==> src/rtl/reservation_station_if.sv <==
// ----------------------------------------------------------------------------
// reservation_station_if
//
// Purpose: bundles every non-clock/reset signal between the dispatcher, the
// ALU/LSB broadcast buses and the reservation station into one interface.
//
// Signal summary:
//   rdy                        global enable; when low the station holds state
//   dispatch_rs_en ... pc      new instruction from the dispatcher
//   is_clear                   ROB misprediction flush
//   is_ok / val / rob_id       ALU result broadcast
//   lsb_ok / val / rob_id      LSB result broadcast
//   rs_full                    back-pressure to fetch (fewer than 2 free slots)
//   alu_*                      registered issue port towards the ALU
//
// Modports:
//   master : dispatcher / broadcast side (drives the station's inputs)
//   slave  : reservation station
// ----------------------------------------------------------------------------
interface reservation_station_if;
    logic        rdy;
    logic        dispatch_rs_en;
    logic [5:0]  dis_opcode;
    logic [3:0]  dis_rob_id;
    logic [31:0] Vi;
    logic [31:0] Vj;
    logic [3:0]  Qi;
    logic [3:0]  Qj;
    logic        Oi;
    logic        Oj;
    logic [31:0] imm_from_dpc;
    logic [31:0] once_pc_from_dpc;
    logic        is_clear;
    logic        is_ok;
    logic [31:0] val_from_alu;
    logic [3:0]  rob_id_from_alu;
    logic        lsb_ok;
    logic [31:0] val_from_lsb;
    logic [3:0]  rob_id_from_lsb;
    logic        rs_full;
    logic        alu_en;
    logic [5:0]  alu_opcode;
    logic [31:0] alu_v1;
    logic [31:0] alu_v2;
    logic [31:0] alu_imm;
    logic [31:0] alu_pc;
    logic [3:0]  alu_rob_id;

    modport master (
        output rdy, dispatch_rs_en, dis_opcode, dis_rob_id,
        output Vi, Vj, Qi, Qj, Oi, Oj, imm_from_dpc, once_pc_from_dpc,
        output is_clear, is_ok, val_from_alu, rob_id_from_alu,
        output lsb_ok, val_from_lsb, rob_id_from_lsb,
        input  rs_full, alu_en, alu_opcode, alu_v1, alu_v2,
        input  alu_imm, alu_pc, alu_rob_id
    );

    modport slave (
        input  rdy, dispatch_rs_en, dis_opcode, dis_rob_id,
        input  Vi, Vj, Qi, Qj, Oi, Oj, imm_from_dpc, once_pc_from_dpc,
        input  is_clear, is_ok, val_from_alu, rob_id_from_alu,
        input  lsb_ok, val_from_lsb, rob_id_from_lsb,
        output rs_full, alu_en, alu_opcode, alu_v1, alu_v2,
        output alu_imm, alu_pc, alu_rob_id
    );
endinterface

==> src/rtl/reservation_station.sv <==
// ----------------------------------------------------------------------------
// reservation_station
//
// Purpose: Tomasulo reservation station for non-load/store instructions.
// Buffers dispatched instructions with operand values or producer ROB tags,
// snoops the ALU and LSB broadcast buses to wake waiting operands, and issues
// at most one ready entry per cycle to the ALU through registered outputs.
//
// Ports:
//   clk  : system clock
//   rst  : asynchronous, active-high reset
//   bus  : reservation_station_if.slave (dispatch, broadcasts, flush,
//          back-pressure and ALU issue port)
//
// Parameters:
//   RS_SIZE : number of entries (power of two, >= 4)
//   IDX_W   : log2(RS_SIZE)
// ----------------------------------------------------------------------------
module reservation_station #(
    parameter int RS_SIZE = 8,
    parameter int IDX_W   = 3
) (
    input  logic                  clk,
    input  logic                  rst,
    reservation_station_if.slave  bus
);

    localparam int TAG_W = 4;
    localparam int CNT_W = IDX_W + 1;

    // Entry storage
    logic [RS_SIZE-1:0] r_busy;
    logic [5:0]         r_opcode [RS_SIZE];
    logic [31:0]        r_v1     [RS_SIZE];
    logic [31:0]        r_v2     [RS_SIZE];
    logic [TAG_W-1:0]   r_q1     [RS_SIZE];
    logic [TAG_W-1:0]   r_q2     [RS_SIZE];
    logic [RS_SIZE-1:0] r_o1;
    logic [RS_SIZE-1:0] r_o2;
    logic [31:0]        r_imm    [RS_SIZE];
    logic [31:0]        r_pc     [RS_SIZE];
    logic [TAG_W-1:0]   r_rob    [RS_SIZE];

    // Registered issue port
    logic               r_alu_en;
    logic [5:0]         r_alu_opcode;
    logic [31:0]        r_alu_v1;
    logic [31:0]        r_alu_v2;
    logic [31:0]        r_alu_imm;
    logic [31:0]        r_alu_pc;
    logic [TAG_W-1:0]   r_alu_rob_id;

    // Combinational helpers
    logic [CNT_W-1:0]   w_free_cnt;
    logic               w_alloc_found;
    logic [IDX_W-1:0]   w_alloc_idx;
    logic               w_sel_found;
    logic [IDX_W-1:0]   w_sel_idx;
    logic [RS_SIZE-1:0] w_wake1;
    logic [RS_SIZE-1:0] w_wake2;
    logic [31:0]        w_wval1  [RS_SIZE];
    logic [31:0]        w_wval2  [RS_SIZE];
    logic [32:0]        w_snoop_i;
    logic [32:0]        w_snoop_j;
    logic               w_dis_o1;
    logic               w_dis_o2;
    logic [31:0]        w_dis_v1;
    logic [31:0]        w_dis_v2;

    // Tag match against both broadcast buses; returns {hit, value}.
    // ALU wins if both match, although unique ROB tags make that impossible.
    function automatic logic [32:0] snoop(
        input logic [TAG_W-1:0] tag,
        input logic             aluOk,
        input logic [TAG_W-1:0] aluTag,
        input logic [31:0]      aluVal,
        input logic             lsbOk,
        input logic [TAG_W-1:0] lsbTag,
        input logic [31:0]      lsbVal
    );
        logic [32:0] res;
        res = {1'b0, aluVal};
        if (aluOk && (tag == aluTag)) begin
            res = {1'b1, aluVal};
        end else if (lsbOk && (tag == lsbTag)) begin
            res = {1'b1, lsbVal};
        end
        return res;
    endfunction

    // Free-slot count and lowest-index free entry. Uses the current busy
    // vector, so an entry being issued this cycle is still counted as taken.
    always_comb begin
        w_free_cnt    = '0;
        w_alloc_found = 1'b0;
        w_alloc_idx   = '0;
        for (int i = RS_SIZE - 1; i >= 0; i--) begin
            if (!r_busy[i]) begin
                w_free_cnt    = w_free_cnt + CNT_W'(1);
                w_alloc_found = 1'b1;
                w_alloc_idx   = IDX_W'(i);
            end
        end
    end

    // Two free slots are kept in reserve to absorb the fetch latency.
    assign bus.rs_full = (w_free_cnt < CNT_W'(2));

    // Lowest-index entry whose operands are both ready. Works on registered
    // state only, so a wakeup or dispatch becomes selectable one cycle later.
    always_comb begin
        w_sel_found = 1'b0;
        w_sel_idx   = '0;
        for (int i = RS_SIZE - 1; i >= 0; i--) begin
            if (r_busy[i] && r_o1[i] && r_o2[i]) begin
                w_sel_found = 1'b1;
                w_sel_idx   = IDX_W'(i);
            end
        end
    end

    // Per-entry wakeup decisions for operands still waiting on a tag.
    always_comb begin
        for (int i = 0; i < RS_SIZE; i++) begin
            logic [32:0] s1;
            logic [32:0] s2;
            s1 = snoop(r_q1[i], bus.is_ok, bus.rob_id_from_alu, bus.val_from_alu,
                       bus.lsb_ok, bus.rob_id_from_lsb, bus.val_from_lsb);
            s2 = snoop(r_q2[i], bus.is_ok, bus.rob_id_from_alu, bus.val_from_alu,
                       bus.lsb_ok, bus.rob_id_from_lsb, bus.val_from_lsb);
            w_wake1[i] = r_busy[i] && !r_o1[i] && s1[32];
            w_wake2[i] = r_busy[i] && !r_o2[i] && s2[32];
            w_wval1[i] = s1[31:0];
            w_wval2[i] = s2[31:0];
        end
    end

    // Dispatch capture: an operand whose producer broadcasts in the same
    // cycle is stored as already ready, otherwise it would miss the result.
    always_comb begin
        w_snoop_i = snoop(bus.Qi, bus.is_ok, bus.rob_id_from_alu, bus.val_from_alu,
                          bus.lsb_ok, bus.rob_id_from_lsb, bus.val_from_lsb);
        w_snoop_j = snoop(bus.Qj, bus.is_ok, bus.rob_id_from_alu, bus.val_from_alu,
                          bus.lsb_ok, bus.rob_id_from_lsb, bus.val_from_lsb);
        w_dis_o1  = bus.Oi | w_snoop_i[32];
        w_dis_o2  = bus.Oj | w_snoop_j[32];
        w_dis_v1  = bus.Vi;
        w_dis_v2  = bus.Vj;
        if (!bus.Oi && w_snoop_i[32]) begin
            w_dis_v1 = w_snoop_i[31:0];
        end
        if (!bus.Oj && w_snoop_j[32]) begin
            w_dis_v2 = w_snoop_j[31:0];
        end
    end

    // Main state update. Flush beats everything but reset; otherwise
    // wakeup, issue and dispatch all apply in the same edge. They never
    // collide: wakeup touches only waiting busy entries, issue only a ready
    // busy entry, and dispatch only a non-busy entry.
    always_ff @(posedge clk or posedge rst) begin
        if (rst) begin
            r_busy       <= '0;
            r_o1         <= '0;
            r_o2         <= '0;
            for (int i = 0; i < RS_SIZE; i++) begin
                r_opcode[i] <= '0;
                r_v1[i]     <= '0;
                r_v2[i]     <= '0;
                r_q1[i]     <= '0;
                r_q2[i]     <= '0;
                r_imm[i]    <= '0;
                r_pc[i]     <= '0;
                r_rob[i]    <= '0;
            end
            r_alu_en     <= 1'b0;
            r_alu_opcode <= '0;
            r_alu_v1     <= '0;
            r_alu_v2     <= '0;
            r_alu_imm    <= '0;
            r_alu_pc     <= '0;
            r_alu_rob_id <= '0;
        end else if (bus.rdy) begin
            if (bus.is_clear) begin
                r_busy   <= '0;
                r_alu_en <= 1'b0;
            end else begin
                for (int i = 0; i < RS_SIZE; i++) begin
                    if (w_wake1[i]) begin
                        r_v1[i] <= w_wval1[i];
                        r_o1[i] <= 1'b1;
                    end
                    if (w_wake2[i]) begin
                        r_v2[i] <= w_wval2[i];
                        r_o2[i] <= 1'b1;
                    end
                end

                if (w_sel_found) begin
                    r_busy[w_sel_idx] <= 1'b0;
                    r_alu_en          <= 1'b1;
                    r_alu_opcode      <= r_opcode[w_sel_idx];
                    r_alu_v1          <= r_v1[w_sel_idx];
                    r_alu_v2          <= r_v2[w_sel_idx];
                    r_alu_imm         <= r_imm[w_sel_idx];
                    r_alu_pc          <= r_pc[w_sel_idx];
                    r_alu_rob_id      <= r_rob[w_sel_idx];
                end else begin
                    r_alu_en <= 1'b0;
                end

                if (bus.dispatch_rs_en && w_alloc_found) begin
                    r_busy[w_alloc_idx]   <= 1'b1;
                    r_opcode[w_alloc_idx] <= bus.dis_opcode;
                    r_v1[w_alloc_idx]     <= w_dis_v1;
                    r_v2[w_alloc_idx]     <= w_dis_v2;
                    r_q1[w_alloc_idx]     <= bus.Qi;
                    r_q2[w_alloc_idx]     <= bus.Qj;
                    r_o1[w_alloc_idx]     <= w_dis_o1;
                    r_o2[w_alloc_idx]     <= w_dis_o2;
                    r_imm[w_alloc_idx]    <= bus.imm_from_dpc;
                    r_pc[w_alloc_idx]     <= bus.once_pc_from_dpc;
                    r_rob[w_alloc_idx]    <= bus.dis_rob_id;
                end
            end
        end
    end

    assign bus.alu_en     = r_alu_en;
    assign bus.alu_opcode = r_alu_opcode;
    assign bus.alu_v1     = r_alu_v1;
    assign bus.alu_v2     = r_alu_v2;
    assign bus.alu_imm    = r_alu_imm;
    assign bus.alu_pc     = r_alu_pc;
    assign bus.alu_rob_id = r_alu_rob_id;

endmodule

==> src/flat_wrapper.sv <==
// flat-port wrapper written by rule: the top's interface ports become plain ports
module reservation_station_flat 
#(
    parameter int RS_SIZE = 8,
    parameter int IDX_W   = 3
)
  (clk, rst, bus_rdy, bus_dispatch_rs_en, bus_dis_opcode, bus_dis_rob_id, bus_Vi, bus_Vj, bus_Qi, bus_Qj, bus_Oi, bus_Oj, bus_imm_from_dpc, bus_once_pc_from_dpc, bus_is_clear, bus_is_ok, bus_val_from_alu, bus_rob_id_from_alu, bus_lsb_ok, bus_val_from_lsb, bus_rob_id_from_lsb, bus_rs_full, bus_alu_en, bus_alu_opcode, bus_alu_v1, bus_alu_v2, bus_alu_imm, bus_alu_pc, bus_alu_rob_id);
  reservation_station_if bus_i ();
  input  logic clk;
  input  logic rst;
  input wire logic [$bits(bus_i.rdy)-1:0] bus_rdy;
  input wire logic [$bits(bus_i.dispatch_rs_en)-1:0] bus_dispatch_rs_en;
  input wire logic [$bits(bus_i.dis_opcode)-1:0] bus_dis_opcode;
  input wire logic [$bits(bus_i.dis_rob_id)-1:0] bus_dis_rob_id;
  input wire logic [$bits(bus_i.Vi)-1:0] bus_Vi;
  input wire logic [$bits(bus_i.Vj)-1:0] bus_Vj;
  input wire logic [$bits(bus_i.Qi)-1:0] bus_Qi;
  input wire logic [$bits(bus_i.Qj)-1:0] bus_Qj;
  input wire logic [$bits(bus_i.Oi)-1:0] bus_Oi;
  input wire logic [$bits(bus_i.Oj)-1:0] bus_Oj;
  input wire logic [$bits(bus_i.imm_from_dpc)-1:0] bus_imm_from_dpc;
  input wire logic [$bits(bus_i.once_pc_from_dpc)-1:0] bus_once_pc_from_dpc;
  input wire logic [$bits(bus_i.is_clear)-1:0] bus_is_clear;
  input wire logic [$bits(bus_i.is_ok)-1:0] bus_is_ok;
  input wire logic [$bits(bus_i.val_from_alu)-1:0] bus_val_from_alu;
  input wire logic [$bits(bus_i.rob_id_from_alu)-1:0] bus_rob_id_from_alu;
  input wire logic [$bits(bus_i.lsb_ok)-1:0] bus_lsb_ok;
  input wire logic [$bits(bus_i.val_from_lsb)-1:0] bus_val_from_lsb;
  input wire logic [$bits(bus_i.rob_id_from_lsb)-1:0] bus_rob_id_from_lsb;
  output wire logic [$bits(bus_i.rs_full)-1:0] bus_rs_full;
  output wire logic [$bits(bus_i.alu_en)-1:0] bus_alu_en;
  output wire logic [$bits(bus_i.alu_opcode)-1:0] bus_alu_opcode;
  output wire logic [$bits(bus_i.alu_v1)-1:0] bus_alu_v1;
  output wire logic [$bits(bus_i.alu_v2)-1:0] bus_alu_v2;
  output wire logic [$bits(bus_i.alu_imm)-1:0] bus_alu_imm;
  output wire logic [$bits(bus_i.alu_pc)-1:0] bus_alu_pc;
  output wire logic [$bits(bus_i.alu_rob_id)-1:0] bus_alu_rob_id;
  assign bus_i.rdy = bus_rdy;
  assign bus_i.dispatch_rs_en = bus_dispatch_rs_en;
  assign bus_i.dis_opcode = bus_dis_opcode;
  assign bus_i.dis_rob_id = bus_dis_rob_id;
  assign bus_i.Vi = bus_Vi;
  assign bus_i.Vj = bus_Vj;
  assign bus_i.Qi = bus_Qi;
  assign bus_i.Qj = bus_Qj;
  assign bus_i.Oi = bus_Oi;
  assign bus_i.Oj = bus_Oj;
  assign bus_i.imm_from_dpc = bus_imm_from_dpc;
  assign bus_i.once_pc_from_dpc = bus_once_pc_from_dpc;
  assign bus_i.is_clear = bus_is_clear;
  assign bus_i.is_ok = bus_is_ok;
  assign bus_i.val_from_alu = bus_val_from_alu;
  assign bus_i.rob_id_from_alu = bus_rob_id_from_alu;
  assign bus_i.lsb_ok = bus_lsb_ok;
  assign bus_i.val_from_lsb = bus_val_from_lsb;
  assign bus_i.rob_id_from_lsb = bus_rob_id_from_lsb;
  assign bus_rs_full = bus_i.rs_full;
  assign bus_alu_en = bus_i.alu_en;
  assign bus_alu_opcode = bus_i.alu_opcode;
  assign bus_alu_v1 = bus_i.alu_v1;
  assign bus_alu_v2 = bus_i.alu_v2;
  assign bus_alu_imm = bus_i.alu_imm;
  assign bus_alu_pc = bus_i.alu_pc;
  assign bus_alu_rob_id = bus_i.alu_rob_id;
  reservation_station #(.RS_SIZE(RS_SIZE), .IDX_W(IDX_W)) u_core (.clk(clk), .rst(rst), .bus(bus_i));
endmodule
==> config.mk <==
export PLATFORM = sky130hd
export DESIGN_NAME = reservation_station_flat
export DESIGN_NICKNAME = d
export VERILOG_FILES = /design/src/rtl/reservation_station_if.sv /design/src/rtl/reservation_station.sv /design/src/flat_wrapper.sv
export SDC_FILE = /design/constraint.sdc
export NUM_CORES = 2
export LEC_CHECK = 0
export ABC_AREA = 1
export CORE_MARGIN = 1
export CORE_UTILIZATION = 37
export DETAILED_ROUTE_END_ITERATION = 7
export DONT_BUFFER_PORTS = 1
export MAX_ROUTING_LAYER = met4
export PLACE_DENSITY = 0.53
export REMOVE_ABC_BUFFERS = 1
export SETUP_SLACK_MARGIN = 0.02
export SYNTH_ARGS = -nofsm -noshare
export SYNTH_HDL_FRONTEND = slang
export SYNTH_SLANG_ARGS = --single-unit
==> constraint.sdc <==
create_clock -name clk -period 50.5 [get_ports clk]
set_clock_uncertainty 0.05 [all_clocks]
set_input_delay 12.625 -clock clk [delete_from_list [all_inputs] [get_ports clk]]
set_output_delay 12.625 -clock clk [all_outputs]
set_load 0.005 [all_outputs]
## Yosys cells after proc, flatten, opt, wreduce, memory -nomap -nowiden

Cells that the tools add are included.

| word-level totals | value |
|---|---|
| register bits after elaboration | 1331 |
| latch bits | 0 |
| RAM bits | 0 |
| bits in read-only memories | 0 |
| bits of input ports | 227 |
| output and inout bits | 140 |
| memories kept | 0 |

| operators by class | value |
|---|---|
| $add $sub $neg | 7 |
| multipliers | 0 |
| divide/modulo/power cells | 0 |
| magnitude comparators | 8 |
| eq/ne operators | 36 |
| shifts and indexed selects | 0 |
| multiplexer cells | 223 |
| bitwise gates (word level) | 8 |
| reductions and logical operators | 111 |

Operator list:

| kind | count |
|---|---|
| 32-bit two-way mux | 59 |
| 33-bit two-way mux | 36 |
| 256-bit bitwise mux | 4 |
| 256-bit two-way mux | 2 |
| 32-bit binary-select mux with 3-bit select | 4 |
| 4-bit == test | 36 |
| 32-bit bitwise mux | 3 |
| 32-bit demux with 3-bit select | 1 |
| 1-bit logical AND | 90 |
| 1-bit two-way mux | 69 |
| 8-bit two-way mux | 7 |
| 48-bit bitwise mux | 1 |
| 3-bit two-way mux | 16 |
| 4-bit two-way mux | 10 |
| 4-bit by 1-bit adder with 4-bit output, second input constant | 6 |
| 6-bit binary-select mux with 3-bit select | 1 |
| 6-bit demux with 3-bit select | 1 |
| 1-bit logical NOT | 18 |
| 6-bit two-way mux | 3 |
| 8-bit bitwise mux | 2 |
| 4-bit binary-select mux with 3-bit select | 1 |
| 4-bit demux with 3-bit select | 1 |
| 8-bit AND | 1 |
| 4-bit >= comparator, second input constant | 2 |
| 13 further kinds | 19 |

## Longest topological paths before layout

| depth | value |
|---|---|
| word-level depth | 22 |
| gate-level depth with buffers | 24 |

## Worst setup path before layout

OpenSTA, ideal clock, no wires.

| timing path | value |
|---|---|
| path kind | reg-to-output |
| start point | register u_core.r_busy[6] |
| end point | output port bus_rs_full |
| arrival | 3.493 ns |
| required time | 37.825 ns |
| slack | 34.332 ns |
| stages on the path, launching flop included | 23 |
| path buffers | 0 |
| path through | dfrtp_1 inv_1 ha_1 inv_1 nand2_1 nand2_1 xor2_1 o21ai_0 ha_1 or2_2 nand2_1 xnor2_1 o21ai_0 ha_1 or2_2 nand2_1 inv_1 ha_1 nand2_1 o21ai_0 a21oi_1 nand2_1 nor2_1 |

| between the ends | value |
|---|---|
| longest elaborated chain between the ends | 14 |

Ends and longest elaborated chain:

| element | line | RTL |
|---|---|---|
| start: declaration | reservation_station.sv:32 | `logic [RS_SIZE-1:0] r_busy;` |
| start signal: assignment | reservation_station.sv:163 | `r_busy <= '0;` |
| start signal: assignment | reservation_station.sv:185 | `r_busy <= '0;` |
| start signal: indexed assignment | reservation_station.sv:200 | `r_busy[w_sel_idx] <= 1'b0;` |
| 4-bit two-way mux (*) | reservation_station.sv:98 | `if (!r_busy[i]) begin` |
| 4-bit by 1-bit adder with 4-bit output | reservation_station.sv:99 | `w_free_cnt = w_free_cnt + CNT_W'(1);` |
| 4-bit two-way mux (*) | reservation_station.sv:98 |  |
| 4-bit by 1-bit adder with 4-bit output | reservation_station.sv:99 |  |
| 4-bit two-way mux (*) | reservation_station.sv:98 |  |
| 4-bit by 1-bit adder with 4-bit output | reservation_station.sv:99 |  |
| 4-bit two-way mux (*) | reservation_station.sv:98 |  |
| 4-bit by 1-bit adder with 4-bit output | reservation_station.sv:99 |  |
| 4-bit two-way mux (*) | reservation_station.sv:98 |  |
| 4-bit by 1-bit adder with 4-bit output | reservation_station.sv:99 |  |
| 4-bit two-way mux (*) | reservation_station.sv:98 |  |
| 4-bit by 1-bit adder with 4-bit output | reservation_station.sv:99 |  |
| 4-bit two-way mux (*) | reservation_station.sv:98 |  |
| 4-bit by 2-bit less-than comparator with 1-bit output (*) | reservation_station.sv:107 | `assign bus.rs_full = (w_free_cnt < CNT_W'(2));` |
| end: declaration | flat_wrapper.sv:30 | `output wire logic [$bits(bus_i.rs_full)-1:0] bus_rs_full;` |

Mark *: on every way between the ends. The rest lies on a longest branch, timed or not.

## Worst setup path after layout

Ends and elaborated chain as after synthesis.

==> results.py <==
metrics = {
    "outcome": {
        "status": "finished, violations left",
        "failed_checks": "DRC",
    },
    "global_routing": {
        "grt_max_degree": 179,
        "grt_usage_pct": 35.19,
        "grt_first_pass_wirelength_um": 585800,
        "antenna_found_initial": 52,
        "grt.overflow.total": 0,
        "first_global_vias": 85930,
    },
    "sta": {
        "finalMaxSlewViolations": 0,
        "min_period_ns": 17.65,
        "setup_ws_ns": 32.85,
        "fin_crit_sh_pct": 34.95,
        "whs_ns": 0.4258,
        "tightest_slew_ns": 1.380,
        "max_freq_mhz": 56.66,
        "rsz0062_at_grt": "no",
        "setup_violations": 0,
        "final_hold_viol_count": 0,
        "fin_tns_setup_ns": 0,
        "slew_headroom_pct": 7.020,
    },
    "route": {
        "ant_nets": 0,
        "drc": 1,
        "drt-initial-drc-count": 13700,
        "dr.pass1.iters": 8,
        "viasPerCell": 6.029,
        "vias": 91010,
        "wl_per_cell_um": 26.63,
        "drt_wl_total_um": 402000,
    },
    "cells_and_area": {
        "num-fill-cells": 23450,
        "final_common_cell": "nand2_1",
        "area_delta_synth_final_pct": 8.595,
        "regArea_mm2": 0.03331,
        "final_layout_size_suffix_gt1_share_pct": 5.261,
        "postLayoutCoreUtil_pct": 40.37,
        "final_cell_mix": "nand2_1 (3965), nand3_1 (3486), dfrtp_1 (1331)",
        "multi_input_area_mm2": 0.04215,
        "fin_nets": 12150,
    },
    "hold_path": {
        "hold_class": "reg -> reg",
    },
    "clock_network": {
        "postCtsSetupRepairBufs": 0,
        "clk_pin_slew_ns": 0.06,
        "htreeDepth": 4,
        "hold_buffers": 0,
        "cts_buffers": 166,
        "cts_sinks": 1331,
        "cts_tree": "done",
        "post_cts.resized_instances": 0,
        "clock-root-buffer": "clkbuf_16",
        "clkLatencyLatePin_ns": 0.89,
        "clk_path_buf_depth": 3,
    },
    "setup_path": {
        "cp_max_fo": 7,
        "cp-endpoint": "bus_rs_full",
        "crit_top_cell": "nand2_1",
        "arrival_ns": 4.97,
        "cpPeakStageDelay_ns": 0.48,
        "cp-startpoint": "u_core.r_busy[6]",
        "required_ns": 37.82,
        "reg2reg_from": "u_core.r_busy[2]",
        "r2r_end": "u_core.bus.alu_v1[19]",
        "crit_type": "reg -> out",
        "crit_slowest_cell": "dfrtp_1",
        "worstPathCellList": "inv_1, ha_1, inv_1, nand2_1, nand2_1, xor2_1, o21ai_0, ha_1, or2_2, nand2_1, xnor2_1, o21ai_0, ha_1, or2_2, nand2_1, inv_1, ha_1, nand2_1, o21ai_0, a21oi_1, nand2_1, nor2_1",
        "ff2ff_setup_slack_ns": 44.21,
        "start_kind": "flip-flop",
        "endpoint_kind": "output port",
        "worstRegToRegCells": 12,
    },
    "logic_synthesis": {
        "yosys_most_used_dff": "dfrtp_1",
        "syn_avg_cell_area_um2": 6.640,
        "async_flop_share_pct": 100.0,
        "synthDistinctLibCells": 45,
        "syn_inst": 12580,
        "synth_area_mm2": 0.08353,
        "ys_seq_area_share_pct": 39.87,
        "ys_warn_count": 0,
        "synth_seq_cells": 1331,
        "synth-edff-count": 0,
    },
    "power_and_ir_drop": {
        "power_frac_seq_pct": 42.1,
        "combPwrFrac_pct": 20.0,
        "power.internal_mw": 2.238,
        "ir_drop_mv": 0.03538,
        "p_leak_nw": 44.58,
        "p_clk_share_pct": 37.9,
        "switching_share_pct": 33.95,
        "p_sw_mw": 1.150,
        "power.total_mw": 3.388,
        "power_density_mw_per_mm2": 37.35,
    },
    "floorplan": {
        "core_area_mm2": 0.2247,
        "rows": 174,
        "dieArea_mm2": 0.2277,
        "dieHeight_um": 477.1,
        "initial_utilization_pct": 37.18,
        "die_w_um": 477.1,
        "io_pins": 367,
    },
    "placed_design": {
        "pre_cts_slack_ns": 33.49,
        "gp_congestion": 0.9282,
        "io_buffers": 0,
        "dp_hpwl_um": 211900,
    },
    "run": {
        "cap_viol_max_count": 0,
    },
}
==> per-stage QoR <==
stage	instances	area, um^2
after detailed placement	14740	84760
after CTS	15040	90580
after floorplan	11550	79090
final	15100	90710
after global routing	15090	90700
after global placement	14740	84760
==> synthesized netlist by cell type (97+ instances only) <==
library cell	count	area, um^2
inv_1	972	3649
buf_2	380	1902
nor2_1	387	1453
nand3_1	3496	17500
dfrtp_1	1331	33310
nand3b_1	107	803.3
nand2_1	3977	14930
a21oi_1	97	485.5
o21ai_0	670	3353
buf_1	101	379.1
clkbuf_1	524	1967
nand4_1	131	819.5
==> worst min-delay path by stage <==
| stage | startpoint | endpoint | slack, ns | cells past startpoint |
|---|---|---|---|---|
| after detailed placement | u_core.r_opcode[36] | u_core.r_opcode[36] | 0.42 | 2 |
| after CTS | u_core.r_opcode[36] | u_core.r_opcode[36] | 0.43 | 2 |
| after global placement | u_core.r_pc[159] | u_core.r_pc[159] | 0.41 | 2 |
| after global routing | u_core.r_rob[14] | u_core.r_rob[14] | 0.45 | 2 |
| after floorplan | u_core.r_opcode[14] | u_core.r_opcode[14] | 0.39 | 2 |
| final | u_core.r_rob[25] | u_core.r_rob[25] | 0.43 | 2 |
==> critical path: cells and delay by family, from the launching register on <==
| kind | cells | cell delay, ns |
|---|---|---|
| buf+inv | 3 | 0.27 |
| compound gates | 4 | 0.54 |
| fa+ha+maj | 4 | 1.18 |
| flops | 1 | 0.48 |
| simple gates | 9 | 1.35 |
| xor+xnor | 2 | 0.27 |
==> state kept, by name, summed over array words and instances (netlist names), 48 cells and up <==
register and flops:
u_core.r_imm 256, u_core.r_pc 256, u_core.r_v2 256, u_core.r_opcode 48, u_core.r_v1 256
==> metal layers <==
| layer | vias up | share of wire (%) | global-route usage, % |
|---|---|---|---|
| met4 | 0 | 7.0 | 21.55 |
| met3 | 1646 | 13 | 9.347 |
| met1 | 43260 | 38 | 43.64 |
| met5 | - | 0 | - |
| met2 | 6418 | 42 | 50.87 |
| li1 | 39700 | - | - |
==> cells by family (layout without fill, tap and decap cells) <==
| group | count (synthesis) | in the layout | share of synthesized area [%] |
|---|---|---|---|
| simple gates | 8196 | 8196 | 43.79 |
| compound gates | 921 | 921 | 5.732 |
| xor+xnor | 36 | 36 | 0.3775 |
| fa+ha+maj | 10 | 10 | 0.1498 |
| other cells | 0 | 52 | 0 |
| buf+inv | 2086 | 1557 | 10.08 |
| flops | 1331 | 1331 | 39.87 |
==> area by class of cell <==
cell class / instances / area share [%]
Clock inverter: 58 / 0.9683
Inverter: 1059 / 4.414
Sequential cell: 1331 / 36.72
Tap cell: 2992 / 4.127
Clock buffer: 249 / 5.444
Multi-Input combinational cell: 9163 / 46.47
Timing Repair Buffer: 191 / 1.719
Antenna cell: 52 / 0.1435
==> power groups by stage <==
stage | clock (mW) | combinational, mW | sequential [mW]
finish | 1.28 | 0.678 | 1.42
global placement | 0 | 0.647 | 1.44
CTS | 1.30 | 0.665 | 1.42
detailed placement | 0 | 0.662 | 1.44
floorplan | 0 | 0.481 | 1.39
global route | 1.34 | 0.756 | 1.45
(Power assumes the default switching activity.)
